`src/rtl/led_scan_ctrl.sv`:
```
// Multiplexed 5x7 LED matrix scanner with an Avalon-MM register front end.
// Frames are double buffered: software writes the back buffer, the scan reads a shadow copy.
module led_scan_ctrl #(
  parameter logic [15:0] DWELL_RST = 16'd49999,
  parameter int          BLANK_CYC = 2
) (
  input  logic        clk,
  input  logic        reset_n,
  input  logic [2:0]  address,
  input  logic        chipselect,
  input  logic        write_n,
  input  logic [31:0] writedata,
  output logic [31:0] readdata,
  output logic [4:0]  col_out,
  output logic [6:0]  row_out,
  output logic        frame_tick
);

  typedef enum logic [1:0] {IDLE, BLANK, SHOW} state_t;

  localparam logic [3:0] BLANK_LAST = 4'(BLANK_CYC - 1);

  state_t      state;
  logic [2:0]  idx;
  logic [3:0]  blank_cnt;
  logic [15:0] dwell_cnt;
  logic [15:0] dwell;
  logic        en;
  logic        pol;
  logic        frame_tick_q;
  logic [6:0]  back_buf   [5];
  logic [6:0]  shadow_buf [5];
  logic [4:0]  col_active;
  logic        unused_wdata;

  // Handshake: a write is accepted in any cycle with chipselect=1 and write_n=0,
  // with no wait states; reads are purely combinational on address.
  wire wr_en = chipselect & ~write_n;

  assign unused_wdata = ^writedata[31:16];

  always_ff @(posedge clk or negedge reset_n) begin
    if (!reset_n) begin
      for (int i = 0; i < 5; i++) back_buf[i] <= '0;
      en    <= 1'b0;
      pol   <= 1'b0;
      dwell <= DWELL_RST;
    end else if (wr_en) begin
      for (int i = 0; i < 5; i++)
        if (address == 3'(i)) back_buf[i] <= writedata[6:0];
      if (address == 3'd5) begin
        en  <= writedata[0];
        pol <= writedata[1];
      end
      if (address == 3'd6) dwell <= writedata[15:0];
    end
  end

  always_ff @(posedge clk or negedge reset_n) begin
    if (!reset_n) begin
      state        <= IDLE;
      idx          <= '0;
      blank_cnt    <= '0;
      dwell_cnt    <= '0;
      frame_tick_q <= 1'b0;
      for (int i = 0; i < 5; i++) shadow_buf[i] <= '0;
    end else begin
      frame_tick_q <= 1'b0;
      if (!en) begin
        state     <= IDLE;
        idx       <= '0;
        blank_cnt <= '0;
        dwell_cnt <= '0;
      end else begin
        case (state)
          IDLE: begin
            state      <= BLANK;
            idx        <= '0;
            blank_cnt  <= '0;
            shadow_buf <= back_buf;
          end
          BLANK: begin
            if (blank_cnt == BLANK_LAST) begin
              state     <= SHOW;
              blank_cnt <= '0;
              dwell_cnt <= '0;
            end else begin
              blank_cnt <= blank_cnt + 4'd1;
            end
          end
          SHOW: begin
            // dwell is compared live, so a new value applies at the next comparison
            if (dwell_cnt == dwell) begin
              state     <= BLANK;
              dwell_cnt <= '0;
              if (idx == 3'd4) begin
                idx          <= '0;
                frame_tick_q <= 1'b1;
                shadow_buf   <= back_buf;
              end else begin
                idx <= idx + 3'd1;
              end
            end else begin
              dwell_cnt <= dwell_cnt + 16'd1;
            end
          end
          default: state <= IDLE;
        endcase
      end
    end
  end

  always_comb begin
    col_active = '0;
    row_out    = '0;
    if (state == SHOW) begin
      for (int i = 0; i < 5; i++) begin
        if (idx == 3'(i)) begin
          col_active[i] = 1'b1;
          row_out       = shadow_buf[i];
        end
      end
    end
  end

  assign col_out    = col_active ^ {5{pol}};
  assign frame_tick = frame_tick_q;

  always_comb begin
    readdata = '0;
    for (int i = 0; i < 5; i++)
      if (address == 3'(i)) readdata = {25'd0, back_buf[i]};
    case (address)
      3'd5:    readdata = {30'd0, pol, en};
      3'd6:    readdata = {16'd0, dwell};
      3'd7:    readdata = {28'd0, (state != IDLE), idx};
      default: ;
    endcase
  end

endmodule

```
`config.mk`:
```
export PLATFORM = sky130hd
export DESIGN_NAME = led_scan_ctrl
export DESIGN_NICKNAME = d
export VERILOG_FILES = /design/src/rtl/led_scan_ctrl.sv
export SDC_FILE = /design/constraint.sdc
export NUM_CORES = 1
export LEC_CHECK = 0
export ABC_AREA = 1
export BUFFER_PORTS_ARGS = -buffer_cell sky130_fd_sc_hd__buf_2
export CORE_UTILIZATION = 52
export DETAILED_ROUTE_END_ITERATION = 7
export HOLD_SLACK_MARGIN = 0.1
export PLACE_DENSITY = 0.73
export RECOVER_POWER = 100
export SYNTH_ARGS = -nofsm -noshare
export SYNTH_HDL_FRONTEND = slang
export SYNTH_SLANG_ARGS = --single-unit
```
`constraint.sdc`:
```
create_clock -name clk -period 1.8 [get_ports clk]
set_clock_uncertainty 0.1 [all_clocks]
set_input_delay 0.36 -clock clk [delete_from_list [all_inputs] [get_ports clk]]
set_output_delay 0.36 -clock clk [all_outputs]
set_load 0.02 [all_outputs]
```
Yosys cells after proc, flatten, opt, wreduce, memory -nomap -nowiden. Cells that the tools add are included. Widths: inputs -> output; s select.

Add/subtract/negate cells: 3. Multiply operators: 0. Divide/modulo/power cells: 0. $lt $le $gt $ge: 0. Equal/unequal tests: 22. Shift-type cells: 0. Muxes and demuxes: 39. Bitwise gates (word level): 3. Reduce and logical (&&, ||, !) cells: 16.

Operators by type and width (count): $mux 32 (4); $pmux 32 s3 (1); $mux 35 (2); $pmux 35 s2 (1); $mux 7 (7); $mux 16 (3); $pmux 16 s2 (1); $reduce_and 2->1 (10); $add 16x1->16 const B (1); $eq 16x16->1 (1); $eq 3x3->1 const B (5); $eq 3x2->1 const B (4); $mux 3 (3); $ne 3x1->1 const B (3); $mux 1 (8); $mux 4 (2); $pmux 4 s2 (1); $eq 3x1->1 const B (2); $logic_not 3->1 (2); $mux 2 (3); $ne 3x3->1 const B (2); $pmux 2 s3 (1); $pmux 3 s2 (1); $mux 5 (1); 12 further kinds (14).

Bits in registers: 114. Latch bits: 0. RAM bits: 0. ROM bits: 0. Output and inout port bits: 45. Logic and storage cells: 101. Memories: 0.

Depth between registers and ports, before layout.
Word-level depth: 7. Depth in mapped cells: 12.

Worst setup path before layout. No wires, ideal clock.

Path kind: register to output. Start: reg idx[0]. End: out row_out[5]. Arrival: 1.685 ns. Path slack: -0.345 ns. Stages on the path, launching flop included: 11. Path buffers: 0. Cell sequence: dfrtp_1 > inv_1 > ha_1 > inv_1 > nor2_1 > nand3_1 > nand3_1 > o21ai_0 > nand2_1 > o21ai_0 > a21oi_1.

Longest elaborated chain between the ends: 7.

Ends and longest elaborated chain: from (decl) (RTL line 24) `logic [2:0] idx;`; from (signal assigned) (RTL line 101) `idx <= idx + 3'd1;`; $logic_not 3->1 (RTL line 118) `if (idx == 3'(i)) begin`; $mux 7 (4 in series) (RTL line 118); $mux 7 (*) (RTL line 118); $mux 7 (*) (RTL line 116) `if (state == SHOW) begin`; to (decl) (RTL line 15) `output logic [6:0] row_out,`.

Mark *: on every way between the ends. The rest lies on a longest branch, timed or not.

Worst setup path in the final report.
Start: reg idx[0]. End: out row_out[4].

Same word-level chain as after synthesis.

==> impl_metrics.json <==
{
  "status": "finished, violations left",
  "violations": "setup timing",
  "drc": 0,
  "antenna_cells": 0,
  "relSlewSlack": 0.481,
  "required_ns": 1.34,
  "path_delay_family": "simple AND/OR/NAND/NOR gates",
  "synthArstFlopShare": 1.00,
  "synthSimpleGateAreaFrac": 0.293,
  "wl_per_cell_um": 18.3,
  "hold_path_end": "dwell[0]$_DFFE_PN1P_",
  "synth_top_cell_by_area": "dfrtp_1",
  "hold_viol": 0,
  "clock.fmax_mhz": 393,
  "wl_met3_um": 1240,
  "cp_max_fo": 8,
  "setup_violations": 102,
  "synth_xor_area_frac": 0.0190,
  "dpl_worst_slack_ns": -0.299,
  "gr-total-overflow": 0,
  "cts_htree_levels": 4,
  "fin_area_mm2": 0.00885,
  "cts_made_buffers": 17,
  "viasPerCell": 5.75,
  "r2r_setup_slack_ns": -0.44,
  "netlist_instances": 768,
  "die-area_mm2": 0.0120,
  "synthDistinctLibCells": 34,
  "startpoint_type": "flip-flop",
  "fin_hold_ws_ns": 0.116,
  "seq_area_frac_synth": 0.477,
  "synth_mux_area_frac": 0,
  "grt_pass1_vias": 5896,
  "p_clk_frac": 0.280,
  "switching_share": 0.357,
  "synthFlopType": "dfrtp_1",
  "ys_top_cells_by_count": "nand2_1 (264), dfrtp_1 (105), nor2_1 (52), inv_1 (47), nand4_1 (43)",
  "timing.final.crit_share": 1.41,
  "drt_iter0_drc": 551,
  "ys_ff_latch": 114,
  "finalNetCount": 987,
  "synth_top_family_by_area": "simple AND/OR/NAND/NOR gates",
  "seqPwrFrac": 0.323,
  "cts_sinks": 114,
  "clk_pin_slew_ns": 0.05,
  "min_from": "writedata[0]",
  "syn_area_mm2": 0.00600,
  "worst_pin_slew_ns": 0.778,
  "crit_type": "flip-flop to output pin",
  "syn_to_final_growth_pct": 47.4,
  "yosysMostFrequentCell": "nand2_1",
  "crit_arrival_ns": 2.08,
  "wirelength_met1_um": 7870,
  "dieWidth_um": 109,
  "insertion_delay_ns": 0.42,
  "finish.utilization": 0.802,
  "postSynthAreaPerCell_um2": 7.81,
  "crit_path_cell_trace": "inv_4 -> ha_4 -> inv_2 -> nor2_4 -> nand3_1 -> nand3_1 -> o211ai_1 -> a31oi_2 -> buf_4",
  "synth_edf_count": 0,
  "yosys-top-cells-area": "dfrtp_1 (44%), nand2_1 (17%), nand4_1 (4.5%)",
  "clk_path_buf_depth": 2,
  "reg2reg_from": "idx[0]$_DFFE_PN0P_",
  "whs_path_depth": 3,
  "cts_tree": "yes",
  "fp.coreArea_mm2": 0.0110,
  "maxSlewViolCount": 0,
  "internal_power_mw": 7.35,
  "reg2regPathDepth": 13,
  "switching_power_mw": 4.09,
  "drt-pass1-iter-count": 5,
  "yosys_warnings": 0,
  "std_cell_rows": 38,
  "grt_max_degree": 44,
  "wl_met2_um": 10100,
  "grt_antenna_before_repair": 0,
  "dp_cells": 982,
  "rsz0062_at_grt": "yes",
  "finalSetupTns_ns": -32.99,
  "power_mw": 11.4,
  "r2r_end": "shadow_buf[34]$_DFFE_PN0P_",
  "power_density_mw_per_mm2": 1290,
  "drt-total-wl_um": 20000,
  "grt_first_pass_wirelength_um": 29200,
  "io_pins": 84,
  "timing.final.ws_setup_ns": -0.742,
  "start_util": 0.544,
  "die_y_um": 109,
  "synth-compound-area-share": 0.104,
  "post_dp_cell_area_mm2": 0.00682,
  "hold_path_class": "input pin to flip-flop",
  "port_buffers": 51,
  "end_kind": "output pin",
  "detail-route-antenna-nets": 0,
  "synthAdderAreaFrac": 0.0167,
  "grt_usage": 0.330,
  "cap_violations": 0,
  "layout-drive-gt1-share": 0.353,
  "cts_root_buf": "clkbuf_16",
  "gp_congestion": 0.911,
  "highest_layer": "met4",
  "layoutNonFillerInstCount": 1093,
  "leakage_nw": 4.19,
  "num_vias": 6281,
  "yosysTopAreaCellShare": 0.438,
  "cpMaxStageDelayCell": "dfrtp_2",
  "crit_path_frequent_cell": "nand3_1",
  "comb_power_share": 0.397,
  "crit_buf_inv": 3,
  "vdd_drop_max_mv": 1.01,
  "max_stage_delay_ns": 0.44,
  "period_minus_slack_ns": 2.54,
  "hpwl_um": 11300
}
worst register-to-register path: stages (launching register included):
cell and delay [ns]:
dfrtp_2 0.44, inv_4 0.11, ha_4 0.15, buf_4 0.13, nand2_8 0.07, buf_12 0.13
buf_6 0.11, a21oi_2 0.14, buf_6 0.14, nand3_4 0.13, buf_12 0.19, buf_16 0.13
nand2_1 0.08, nand2_1 0.06
state kept, by name, indices dropped and copies added, names as in the netlist, 2 cells and up:
register	cells
back_buf	35
shadow_buf	35
dwell	16
dwell_cnt	16
blank_cnt	4
idx	3
state	2
worst max-delay path by stage:
stage / startpoint / end / slack, ns / depth (start not counted)
CTS: idx[0]$_DFFE_PN0P_ / row_out[5] / -0.62 / 11
global route: idx[0]$_DFFE_PN0P_ / row_out[5] / -0.86 / 11
finish: idx[0]$_DFFE_PN0P_ / row_out[4] / -0.74 / 9
global placement: idx[1]$_DFFE_PN0P_ / row_out[5] / -0.23 / 11
floorplan: idx[0]$_DFFE_PN0P_ / row_out[1] / -0.10 / 9
detailed placement: idx[1]$_DFFE_PN0P_ / row_out[5] / -0.30 / 10
routing by layer:
layer,up-vias,global-route usage
met2,289,0.550
met4,0,0.149
met5,-,0
met3,80,0.0759
li1,2818,-
met1,3094,0.408
cells by family (layout without fill, tap and decap cells):
family,Yosys count,after routing
AOI/OAI and AO/OA,113,113
xor gates and xnor gates,13,13
DFF,114,114
other,1,16
buffers and inverters,114,284
and+or+nand+nor,405,405
adders and majority gates,8,8
what timing repair did:
| item | CTS | global route |
|---|---|---|
| hold endpoints to repair | 38 | 0 |
| setup endpoints to repair | 79 | 83 |
| pin swaps | 45 | 37 |
| setup buffers | 37 | 24 |
| resized for setup | 116 | 111 |
| gates cloned | 7 | 0 |
| hold buffers | 15 | 0 |
area by class of cell:
| class | instances | area [um^2] |
|---|---|---|
| multi-input cells | 555 | 3190 |
| flip-flops and latches | 114 | 2870 |
| fillers | 639 | 2180 |
| repair buffers | 180 | 1740 |
| clock buffers | 22 | 444 |
| inverters | 71 | 300 |
| well taps | 140 | 175 |
| clock inverters | 10 | 111 |
| repair inverters | 1 | 7.51 |
layout by cell type (no fill, tap or decap), drive strengths merged, types with 7 or more instances in the layout:
cell	instances
a21oi	18
buf	157
clkbuf	30
clkinv	7
conb	16
dfrtp	105
dfstp	9
dlygate4sd3	15
ha	8
inv	68
nand2	269
nand3	28
nand4	43
nor2	58
o211ai	7
o21ai	71
xor2	13
power by group through the flow:
stage / combinational [mW] / sequential [mW] / clock [mW]
finish: 4.54 / 3.70 / 3.20
global placement: 2.63 / 3.66 / 0
global route: 4.85 / 3.73 / 3.34
detailed placement: 2.73 / 3.67 / 0
CTS: 3.94 / 3.64 / 3.20
floorplan: 1.88 / 3.52 / 0
(Power assumes the default switching activity.)
